$ cat config.mk
export PLATFORM = sky130hd
export DESIGN_NAME = multdiv_iter_flat
export DESIGN_NICKNAME = d
export VERILOG_FILES = /design/src/rtl/multdiv_iter_pkg.sv /design/src/rtl/multdiv_iter_if.sv /design/src/rtl/multdiv_iter_addsub.sv /design/src/rtl/multdiv_iter.sv /design/src/flat_wrapper.sv
export SDC_FILE = /design/constraint.sdc
export NUM_CORES = 1
export LEC_CHECK = 0
export ABC_AREA = 1
export BUFFER_PORTS_ARGS = -buffer_cell sky130_fd_sc_hd__clkbuf_2
export CAP_MARGIN = 20
export CORE_AREA = 2 2 141 198
export DETAILED_ROUTE_END_ITERATION = 16
export DIE_AREA = 0 0 143 200
export HOLD_SLACK_MARGIN = 0.08
export MAX_ROUTING_LAYER = met4
export PLACE_DENSITY = 0.65
export REMOVE_ABC_BUFFERS = 1
export SYNTH_ARGS = -nofsm -noshare
export SYNTH_HDL_FRONTEND = slang
export SYNTH_SLANG_ARGS = --single-unit
$ cat constraint.sdc
create_clock -name clk -period 3.95 [get_ports clk]
set_input_delay 0.5925 -clock clk [delete_from_list [all_inputs] [get_ports clk]]
set_output_delay 0.5925 -clock clk [all_outputs]
set_load 0.02 [all_outputs]
$ cat src/rtl/multdiv_iter_pkg.sv
// Shared constants for the iterative multiply/divide unit. This file holds the FSM
// encodings, the op-select values and the width of the iteration counter.
package multdiv_iter_pkg;

   localparam logic [1:0] ST_IDLE = 2'd0;
   localparam logic [1:0] ST_RUN  = 2'd1;
   localparam logic [1:0] ST_DONE = 2'd2;

   localparam logic OP_MULT = 1'b0;
   localparam logic OP_DIV  = 1'b1;

   // The counter must hold the values 0..N.
   function automatic int cnt_width(input int n);
      return $clog2(n + 1);
   endfunction

endpackage

$ cat src/rtl/multdiv_iter_if.sv
// Start/operand/result bundle between the execute stage and the multiply/divide unit.
interface multdiv_iter_if #(
   parameter int N = 32
);

   logic         ctrl_mult;
   logic         ctrl_div;
   logic [N-1:0] operand_a;
   logic [N-1:0] operand_b;
   logic [N-1:0] result;
   logic         result_rdy;
   logic         exception;
   logic         busy;

   modport master (
      output ctrl_mult, ctrl_div, operand_a, operand_b,
      input  result, result_rdy, exception, busy
   );

   modport slave (
      input  ctrl_mult, ctrl_div, operand_a, operand_b,
      output result, result_rdy, exception, busy
   );

endinterface

$ cat src/rtl/multdiv_iter_addsub.sv
// Adder/subtractor of width W. The carry out is 1 on a subtract when a >= b (unsigned),
// so the divide step uses it as its "no borrow" flag.
module addsub_Nbit #(
   parameter int W = 33
) (
   input  logic [W-1:0] a,
   input  logic [W-1:0] b,
   input  logic         sub,
   output logic [W-1:0] sum,
   output logic         cout
);

   logic [W-1:0] b_eff;

   assign b_eff       = b ^ {W{sub}};
   assign {cout, sum} = {1'b0, a} + {1'b0, b_eff} + {{W{1'b0}}, sub};

endmodule

$ cat src/rtl/multdiv_iter.sv
// Iterative signed N-bit multiply/divide unit. It runs shift-add multiply or restoring divide
// on operand magnitudes and applies the sign at the result edge, N+1 cycles after start.
module multdiv_iter
   import multdiv_iter_pkg::*;
#(
   parameter int N = 32
) (
   input logic           clk,
   input logic           clr_n,
   multdiv_iter_if.slave bus
);

   localparam int CW = cnt_width(N);

   logic [1:0]    state;
   logic          op;
   logic [CW-1:0] cnt;
   logic          sign_a;
   logic          sign_b;
   logic          div_zero;
   logic [N-1:0]  opnd;
   logic [N-1:0]  hi;
   logic [N-1:0]  mq;
   logic [N-1:0]  result_q;
   logic          rdy_q;
   logic          exc_q;

   logic         start;
   logic         start_op;
   logic [N-1:0] abs_a;
   logic [N-1:0] abs_b;

   assign start    = bus.ctrl_mult | bus.ctrl_div;
   assign start_op = bus.ctrl_mult ? OP_MULT : OP_DIV;
   assign abs_a    = bus.operand_a[N-1] ? -bus.operand_a : bus.operand_a;
   assign abs_b    = bus.operand_b[N-1] ? -bus.operand_b : bus.operand_b;

   // The shared adder either accumulates the multiplicand or trial-subtracts the divisor.
   logic [N:0]   add_a;
   logic [N:0]   add_b;
   logic [N:0]   add_sum;
   logic         add_sub;
   logic         add_cout;
   logic [N-1:0] hi_nxt;
   logic [N-1:0] mq_nxt;

   always_comb begin
      // NOTE: every output gets a default first, so no path through the block infers a latch.
      add_a   = {1'b0, hi};
      add_b   = '0;
      add_sub = 1'b0;
      if (op == OP_MULT) begin
         if (mq[0]) add_b = {1'b0, opnd};
      end else begin
         add_a   = {hi, mq[N-1]};
         add_b   = {1'b0, opnd};
         add_sub = 1'b1;
      end
   end

   addsub_Nbit #(.W(N + 1)) u_addsub (
      .a    (add_a),
      .b    (add_b),
      .sub  (add_sub),
      .sum  (add_sum),
      .cout (add_cout)
   );

   always_comb begin
      hi_nxt = add_sum[N:1];
      mq_nxt = {add_sum[0], mq[N-1:1]};
      if (op == OP_DIV) begin
         hi_nxt = add_cout ? add_sum[N-1:0] : add_a[N-1:0];
         mq_nxt = {mq[N-2:0], add_cout};
      end
   end

   // Sign correction and exception detection for the result edge.
   logic           neg;
   logic [2*N-1:0] prod_s;
   logic [N:0]     prod_top;
   logic [N-1:0]   quo_s;
   logic [N-1:0]   fin_res;
   logic           fin_exc;

   assign neg      = sign_a ^ sign_b;
   assign prod_s   = neg ? -{hi, mq} : {hi, mq};
   assign prod_top = prod_s[2*N-1:N-1];
   assign quo_s    = neg ? -mq : mq;

   always_comb begin
      fin_res = prod_s[N-1:0];
      fin_exc = !((&prod_top) || !(|prod_top));
      if (op == OP_DIV) begin
         if (div_zero) begin
            fin_res = '0;
            fin_exc = 1'b1;
         end else begin
            fin_res = quo_s;
            fin_exc = !neg && mq[N-1];
         end
      end
   end

   always_ff @(posedge clk or negedge clr_n) begin
      if (!clr_n) begin
         state    <= ST_IDLE;
         op       <= OP_MULT;
         cnt      <= '0;
         sign_a   <= 1'b0;
         sign_b   <= 1'b0;
         div_zero <= 1'b0;
         opnd     <= '0;
         hi       <= '0;
         mq       <= '0;
         result_q <= '0;
         rdy_q    <= 1'b0;
         exc_q    <= 1'b0;
      end else begin
         // NOTE: clocked state uses non-blocking assignments only, so every reader sees pre-edge values.
         rdy_q <= 1'b0;
         if (start) begin
            state    <= ST_RUN;
            op       <= start_op;
            cnt      <= '0;
            sign_a   <= bus.operand_a[N-1];
            sign_b   <= bus.operand_b[N-1];
            div_zero <= (bus.operand_b == '0);
            hi       <= '0;
            opnd     <= (start_op == OP_MULT) ? abs_a : abs_b;
            mq       <= (start_op == OP_MULT) ? abs_b : abs_a;
            result_q <= '0;
            exc_q    <= 1'b0;
         end else begin
            case (state)
               ST_RUN: begin
                  hi  <= hi_nxt;
                  mq  <= mq_nxt;
                  cnt <= cnt + 1'b1;
                  if (cnt == CW'(N - 1)) state <= ST_DONE;
               end
               ST_DONE: begin
                  result_q <= fin_res;
                  exc_q    <= fin_exc;
                  rdy_q    <= 1'b1;
                  state    <= ST_IDLE;
               end
               default: state <= ST_IDLE;
            endcase
         end
      end
   end

   assign bus.result     = result_q;
   assign bus.result_rdy = rdy_q;
   assign bus.exception  = exc_q;
   assign bus.busy       = (state != ST_IDLE);

endmodule

$ cat src/flat_wrapper.sv
// flat-port wrapper written by rule: the top's interface ports become plain ports
module multdiv_iter_flat import multdiv_iter_pkg::*;
#(
   parameter int N = 32
)
  (clk, clr_n, bus_ctrl_mult, bus_ctrl_div, bus_operand_a, bus_operand_b, bus_result, bus_result_rdy, bus_exception, bus_busy);
  multdiv_iter_if #(.N(N)) bus_i ();
  input logic clk;
  input logic clr_n;
  input wire logic [$bits(bus_i.ctrl_mult)-1:0] bus_ctrl_mult;
  input wire logic [$bits(bus_i.ctrl_div)-1:0] bus_ctrl_div;
  input wire logic [$bits(bus_i.operand_a)-1:0] bus_operand_a;
  input wire logic [$bits(bus_i.operand_b)-1:0] bus_operand_b;
  output wire logic [$bits(bus_i.result)-1:0] bus_result;
  output wire logic [$bits(bus_i.result_rdy)-1:0] bus_result_rdy;
  output wire logic [$bits(bus_i.exception)-1:0] bus_exception;
  output wire logic [$bits(bus_i.busy)-1:0] bus_busy;
  assign bus_i.ctrl_mult = bus_ctrl_mult;
  assign bus_i.ctrl_div = bus_ctrl_div;
  assign bus_i.operand_a = bus_operand_a;
  assign bus_i.operand_b = bus_operand_b;
  assign bus_result = bus_i.result;
  assign bus_result_rdy = bus_i.result_rdy;
  assign bus_exception = bus_i.exception;
  assign bus_busy = bus_i.busy;
  multdiv_iter #(.N(N)) u_core (.clk(clk), .clr_n(clr_n), .bus(bus_i));
endmodule
Yosys cells after proc, flatten, opt, wreduce, memory -nomap -nowiden
Index checks and enable logic that the tools add are counted.
- flip-flop bits (word level): 142
- output and inout port bits: 35
- $add $sub $neg: 7
- eq/ne operators: 4
- mux-type cells: 33
- bitwise operators: 3
- reduce and logical (&&, ||, !) cells: 11
- operators by type and width (operator ; count):
    $mux 32 ; 17
    $neg 32->32 ; 3
    $mux 33 ; 2
    $mux 64 ; 1
    $neg 64->64 ; 1
    $add 33x33->34 ; 1
    $add 34x1->34 ; 1
    $reduce_and 33->1 ; 1
    $reduce_or 33->1 ; 1
    $xor 33x33->33 ; 1
    $logic_not 32->1 ; 1
    $mux 6 ; 2
    $mux 1 ; 8
    $add 6x1->6 const B ; 1
    $eq 6x5->1 const B ; 1
    $mux 2 ; 3
    $reduce_bool 2->1 ; 3
    $logic_not 1->1 ; 3
    $ne 3x1->1 const B ; 1
    $eq 2x1->1 const B ; 1
    $eq 2x2->1 const B ; 1
    $logic_and 1x1->1 ; 1
    $logic_or 1x1->1 ; 1
    $or 1x1->1 ; 1
    $xor 1x1->1 ; 1

Longest topological paths before layout
Gate-level depths: netlist of the first run.
- depth in word-level cells: 9
- depth in mapped cells: 23
- mapped depth without buffers: 20

Hierarchy
A second synthesis of the first run with hierarchy kept.
- cells, all modules: 2258
- area, all modules: 13890.8 um^2
- modules (own cells, without submodules) (module ; instances ; cells an instance ; area each (um^2)):
    multdiv_iter ; 1 ; 1760 ; 11277.1
    addsub_Nbit ; 1 ; 498 ; 2613.8

Worst setup path before layout of the first run
OpenSTA, ideal clock, no wires.
- kind: reg2reg
- start: register u_core.op
- end: register u_core.hi[19]
- setup time: 123 ps
- data arrival time: 3264 ps
- data required time: 3827 ps
- slack: 563 ps
- stages on the path, launching flop included: 22
- period minus slack after synthesis: 3387 ps
- cell sequence: dfrtp_1 > buf_4 > inv_2 > clkbuf_1 > buf_1 > clkbuf_1 > nand3_1 > o21ai_0 > ha_1 > a21oi_1 > o21ai_0 > nand2_1 > nand2_1 > a21oi_1 > nand2_1 > nand2_1 > nand2_2 > nor2_2 > inv_2 > buf_6 > o21ai_0 > nand2_1
- word-level cells in the longest chain between the ends: 8
- ends and longest elaborated chain (element ; line ; source):
    start: declaration ; multdiv_iter.sv:16 ; logic op;
    start signal: assignment ; multdiv_iter.sv:124 ; op <= start_op;
    $mux 33 or $mux 1 (tied branches) ; multdiv_iter.sv:52 ; if (op == OP_MULT) begin
    $xor 33x33->33 ; multdiv_iter_addsub.sv:15 ; assign b_eff = b ^ {W{sub}};
    $add 33x33->34 ; multdiv_iter_addsub.sv:16 ; assign {cout, sum} = {1'b0, a} + {1'b0, b_eff} + {{W{1'b0}}, sub};
    $add 34x1->34 ; multdiv_iter_addsub.sv:16 ;
    $mux 32 ; multdiv_iter.sv:73 ; hi_nxt = add_cout ? add_sum[N-1:0] : add_a[N-1:0];
    $mux 32 (*) ; multdiv_iter.sv:72 ; if (op == OP_DIV) begin
    $mux 32 (*) ; multdiv_iter.sv:135 ; case (state)
    $mux 32 (*) ; multdiv_iter.sv:122 ; if (start) begin
    end signal: assignment ; multdiv_iter.sv:137 ; hi <= hi_nxt;
    end: declaration ; multdiv_iter.sv:22 ; logic [N-1:0] hi;
Mark *: on every way between the ends. The rest lies on a longest branch, timed or not. The select of a mux whose other input is x is not followed.
A chain may end at the register's enable or synchronous reset.

Worst setup path in the final report of the first run
- start: register u_core.op
- end: register u_core.hi[5]
The elaborated chain is that of the path after synthesis.

==> out/metrics.yaml, run 1 <==
outcome: "completed"
slew_viol_final: 0
postSynthAreaPerCell_um2: 6.17
cts_buffers: 17
slew_headroom: 0.382
die_x_um: 143
dp_hpwl_mm: 41.4
grt_usage: 0.394
final_layout_size_suffix_gt1_frac: 0.0968
max_freq_mhz: 273
clock-root-buffer: "clkbuf_16"
yosysUniqueCellTypes: 55
vias_per_cell: 5.79
cp_max_fo: 91
setup_violations: 0
cts.clk_slew.worst_paths_ns: 0.06
clock_skew_ns: 0.0124
regToRegEndpoint: "u_core.hi[5]$_DFFE_PN0P_"
antenna_found_initial: 3
rsz0062_at_grt: "no"
start_util: 0.502
synth_edf_count: 0
powerDensity_nw_per_um2: 361
leakage_nw: 7.27
end_kind: "flip-flop"
cp.arrival_ns: 3.98
cts_num_sinks: 142
worstSetupStartpoint: "u_core.op$_DFFE_PN0N_"
min_path_type: "input pin to async pin"
reg2reg_slack_ns: 0.28
r2r_start: "u_core.op$_DFFE_PN0N_"
rows: 71
ant_nets: 0
crit_type: "flip-flop to flip-flop"
layout_commonest_cell: "nand2_1"
ioPinCount: 103
drt_iter0_drc: 1064
cts_max_level: 4
synthArstFlopShare: 1.00
synthFlopType: "dfrtp_1"
max-vdd-ir-drop_uv: 343
fin_tns_setup_ns: 0
cts_tree: "done"
hold_viol: 0
maxCapViolCount: 0
cts_setup_buffers: 0
setup.worst_path.end: "u_core.hi[5]$_DFFE_PN0P_"
drt_wl_total_mm: 53.3
grt_pass1_vias: 14331
gr-total-overflow: 0
reg2reg_depth: 16
ys_seq_area_frac: 0.265
fillers: 2698
required_ns: 4.26
worst_slew_pin_slew_ns: 0.917
period_share: 0.928
drc: 0
syn_inst: 2177
clk_latency_ns: 0.46
mostFrequentLayoutCells: "nand2_1 (673), nor2_1 (252), nand3_1 (193), inv_1 (193), o21ai_0 (178)"
period_needed_ns: 3.67
clock_path_buffers: 2
utilization: 0.560
report.power.total_mw: 5.41
wl_per_cell_um: 20.3
dr.pass1.iters: 6
core_um2: 26700
grt_max_degree: 92
synth_seq_cells: 142
place_congestion: 1.18
grt_first_pass_wirelength_mm: 81.2
nets: 2345
port_buffers: 102
ys_warn_count: 0
netlist_area_um2: 13400
fp.dieH_um: 200
synthToLayoutAreaGrowth_pct: 11.5
die-area_um2: 28600
worst_setup_path_start_kind: "flip-flop"
vias: 15164
-- worst min path at each step --
stage	start	to	slack [ns]	cells after the start
2_1_floorplan	clr_n	u_core.bus.exception$_DFFE_PN0P_	0.30	0
3_3_place_gp	u_core.bus.result[26]$_DFFE_PN0P_	u_core.bus.result[26]$_DFFE_PN0P_	0.46	1
3_5_place_dp	u_core.bus.result[26]$_DFFE_PN0P_	u_core.bus.result[26]$_DFFE_PN0P_	0.46	1
4_1_cts	clr_n	u_core.opnd[0]$_DFFE_PN0N_	0.22	1
5_1_grt	clr_n	u_core.opnd[0]$_DFFE_PN0N_	0.24	1
6_report	clr_n	u_core.opnd[0]$_DFFE_PN0N_	0.19	1
-- stage by stage --
step           instances  setup WS, ns  hold WS, ns  area (um^2)
2_1_floorplan       2092         -1.37        0.297        13100
3_3_place_gp        2587         0.512        0.462        14300
3_5_place_dp        2587         0.521        0.465        14300
4_1_cts             2618         0.502        0.219        15000
5_1_grt             2621         0.131        0.244        15000
6_report            2621         0.285        0.185        15000
-- cells in the mapped netlist (16+ instances only) --
master,instances,area share
nand3_1,193,0.072
o2111ai_1,18,0.012
a21oi_1,67,0.025
nand2_1,673,0.19
ha_1,35,0.033
a21o_1,16,0.0089
o211ai_1,26,0.015
xnor2_1,35,0.023
buf_1,17,0.0048
inv_1,193,0.054
o21ai_0,178,0.066
xor2_1,41,0.027
clkbuf_1,49,0.014
dfrtp_1,142,0.26
nand4_1,27,0.013
o22ai_1,19,0.0089
nor3_1,30,0.011
nor2_1,253,0.071
-- state kept, by name (all words and copies together) (netlist names), 2 cells and up --
signal             count
u_core.hi             32
u_core.cnt             6
u_core.state           2
u_core.bus.result     32
u_core.mq             32
u_core.opnd           32
-- metal layers --
metal / part of all wire / global-route usage / routed length, um
met1: 0.39 / 0.444 / 20700
met2: 0.47 / 0.629 / 24900
met3: 0.074 / 0.0902 / 3920
met4: 0.071 / 0.255 / 3770
met5: 0 / - / 0
-- final cells by class --
| class | instances | area (um^2) | area share |
|---|---|---|---|
| inverter | 202 | 762 | 0.0509 |
| clock buffer | 21 | 450 | 0.0301 |
| antenna | 3 | 7.51 | 0.000501 |
| tap | 365 | 457 | 0.0305 |
| sequential | 142 | 3550 | 0.237 |
| multi-input combinational | 1748 | 8770 | 0.585 |
| clock inverter | 10 | 188 | 0.0125 |
| timing repair buffer | 130 | 790 | 0.0527 |
-- repair_timing --
item | 4_1_cts | 5_1_grt
hold buffers | 0 | 0
setup endpoints to repair | 0 | 4
gates resized for setup | 0 | 1
endpoints found under the hold margin | 0 | 0
-- cell families (layout without fill, tap and decap cells) --
| group | Yosys count | in the layout | synth area share |
|---|---|---|---|
| AND/OR/NAND/NOR | 1231 | 1231 | 0.385 |
| AO/OA/AOI/OAI | 405 | 405 | 0.183 |
| buffers and inverters | 287 | 363 | 0.0838 |
| flip-flops | 142 | 142 | 0.265 |
| XOR/XNOR | 76 | 76 | 0.0496 |
| adder cells (fa/ha/maj) | 36 | 36 | 0.0341 |
| other | 0 | 3 | 0 |
-- worst max-delay path, cell delays in order, from the launching register on --
cell and delay [ns]:
dfrtp_2 0.41, buf_12 0.32, o21ai_0 0.23, ha_1 0.39, nand2_1 0.14, inv_1 0.05, a21oi_1 0.27, o21ai_0 0.41
a21oi_1 0.25, nand2_1 0.10, nand2_1 0.11, nand2_2 0.09, buf_4 0.18, inv_2 0.19, nor2_1 0.07, a211oi_1 0.17
o22ai_1 0.09
-- report_power, final --
group | internal [mW] | switching (mW) | total, mW
registers | 1.57 | 0.166 | 1.73
clock network | 1.13 | 0.681 | 1.82
logic | 0.567 | 1.29 | 1.86
(Power assumes the default switching activity.)
==> inputs of run 2 (changes only) <==
- CAP_MARGIN: 20 -> unset
- CTS_BUF_LIST: unset -> sky130_fd_sc_hd__clkbuf_8 sky130_fd_sc_hd__clkbuf_16
- CTS_CLUSTER_DIAMETER: unset -> 40
==> run 2 against run 1 <==
Compared with the run above:
- total power is 0.16% lower
- largest cell class unchanged
- clock-buffer cell count is 3 lower
- critical path type unchanged
- combinational power hardly changed
- critical endpoint unchanged
- first-iteration DRC count is 0.19% higher
- non-clock buffer count stayed put
- maximum frequency hardly changed
- core utilization stayed put
- critical path depth stayed put
- via count is 0.22% lower
==> out/metrics.yaml, run 2 (synthesis results as in run 1) <==
cpMostUsedCell: "nand2_1"
crit_path_top_delay_cell: "dfrtp_2"
setup_violations: 0
nets: 2345
cts_hold_buf: 0
wl_per_cell_um: 20.3
drt_iter0_drc: 1066
grt_pass1_vias: 14331
min_path_type: "input pin to async pin"
drt_wl_total_mm: 53.3
cts_setup_buffers: 0
end_kind: "flip-flop"
rsz0062_at_grt: "no"
fillers: 2698
clock-root-buffer: "clkbuf_16"
place_congestion: 1.18
clk_latency_ns: 0.46
grt_max_degree: 92
vias_per_cell: 5.77
ant_nets: 0
dp_hpwl_mm: 41.4
period_share: 0.928
worst_slack_ns: 0.286
slew_viol_final: 0
powerDensity_nw_per_um2: 360
gr-total-overflow: 0
cts_resized: 0
dr.pass1.iters: 9
rows: 71
start_util: 0.502
outcome: "completed"
cts_tree: "done"
clock_skew_ns: 0.0123
leakage_nw: 7.29
die-area_um2: 28600
hold_ws_ns: 0.186
path_buf_inv: 4
cts_buffers: 17
final_layout_size_suffix_gt1_frac: 0.0968
vias: 15131
cts_num_sinks: 142
hold_viol: 0
max-vdd-ir-drop_uv: 345
cts.clk_slew.worst_paths_ns: 0.06
cts_max_level: 4
port_buffers: 102
max_stage_delay_ns: 0.41
clock_path_buffers: 2
cp_max_fo: 91
worst_slew_pin_slew_ns: 0.901
max_freq_mhz: 273
cp.arrival_ns: 3.98
layout_commonest_cell: "nand2_1"
worst_setup_path_start_kind: "flip-flop"
core_um2: 26700
fp.dieH_um: 200
slew_headroom: 0.393
mostFrequentLayoutCells: "nand2_1 (673), nor2_1 (252), inv_1 (196), nand3_1 (193), o21ai_0 (178)"
grt_first_pass_wirelength_mm: 81.2
antenna_found_initial: 3
die_x_um: 143
synthToLayoutAreaGrowth_pct: 11.5
crit_type: "flip-flop to flip-flop"
period_needed_ns: 3.66
report.power.total_mw: 5.40
maxCapViolCount: 0
crit_chain: "buf_12 -> o21ai_0 -> ha_1 -> nand2_1 -> inv_1 -> a21oi_1 -> o21ai_0 -> a21oi_1 -> nand2_1 -> nand2_1 -> nand2_2 -> buf_4 -> inv_2 -> nor2_1 -> a211oi_1 -> o22ai_1"
place_ws_ns: 0.521
crit_family: "compound AO/OA/AOI/OAI gates"
drc: 0
grt_usage: 0.394
ioPinCount: 103
required_ns: 4.26
-- run 2: cell count changes in the layout (fill, tap and decap cells not counted) --
cell	before	now
clkbuf_1	3	0
inv_1	193	196
-- run 2: layout make-up --
type / count / area (um^2) / share of cell area
Tap cell: 365 / 457 / 0.0305
Clock inverter: 13 / 199 / 0.0133
Antenna cell: 3 / 7.51 / 0.000501
Clock buffer: 18 / 439 / 0.0293
Sequential cell: 142 / 3550 / 0.237
Timing Repair Buffer: 130 / 790 / 0.0527
Inverter: 202 / 762 / 0.0509
Multi-Input combinational cell: 1748 / 8770 / 0.585
-- run 2: per-stage QoR --
| step | TNS, ns | cells | utilization | cell area [um^2] |
|---|---|---|---|---|
| after floorplan | -40.72 | 2092 | - | 13100 |
| after global placement | 0 | 2587 | 0.536 | 14300 |
| after detailed placement | 0 | 2587 | 0.536 | 14300 |
| after CTS | 0 | 2618 | 0.560 | 15000 |
| after global routing | 0 | 2621 | 0.560 | 15000 |
| final | 0 | 2621 | 0.560 | 15000 |
-- run 2: final timing paths --
path	slack [ns]	cells past startpoint	from	endpoint
max	0.29	16	u_core.op$_DFFE_PN0N_	u_core.hi[5]$_DFFE_PN0P_
min	0.19	1	clr_n	u_core.opnd[0]$_DFFE_PN0N_
max reg2reg	0.29	16	u_core.op$_DFFE_PN0N_	u_core.hi[5]$_DFFE_PN0P_
min reg2reg	0.47	1	u_core.bus.result[26]$_DFFE_PN0P_	u_core.bus.result[26]$_DFFE_PN0P_
max in group asynchronous	2.88	2	clr_n	u_core.mq[14]$_DFFE_PN0P_
min in group clk	0.45	3	bus_operand_a[0]	u_core.opnd[0]$_DFFE_PN0N_
-- run 2: report_power, final --
part,switching [mW],internal [mW]
clock network,0.680,1.13
registers,0.166,1.57
logic,1.29,0.567
total,2.14,3.26
-- run 2: layer usage --
metal  routed length (um)  GRT usage  up-vias
met5                    0          -        -
met4                 3770      0.255        0
met3                 3840     0.0902      169
met2                24900      0.629      600
met1                20800      0.444     6997
li1                     -          -     7365
-- run 2: worst register-to-register path: cells and delay by family, from the launching register on --
kind,cells,cell delay [ns]
compound gates,6,1.46
buf+inv,4,0.74
simple gates,5,0.52
flops,1,0.41
fa+ha+maj,1,0.39
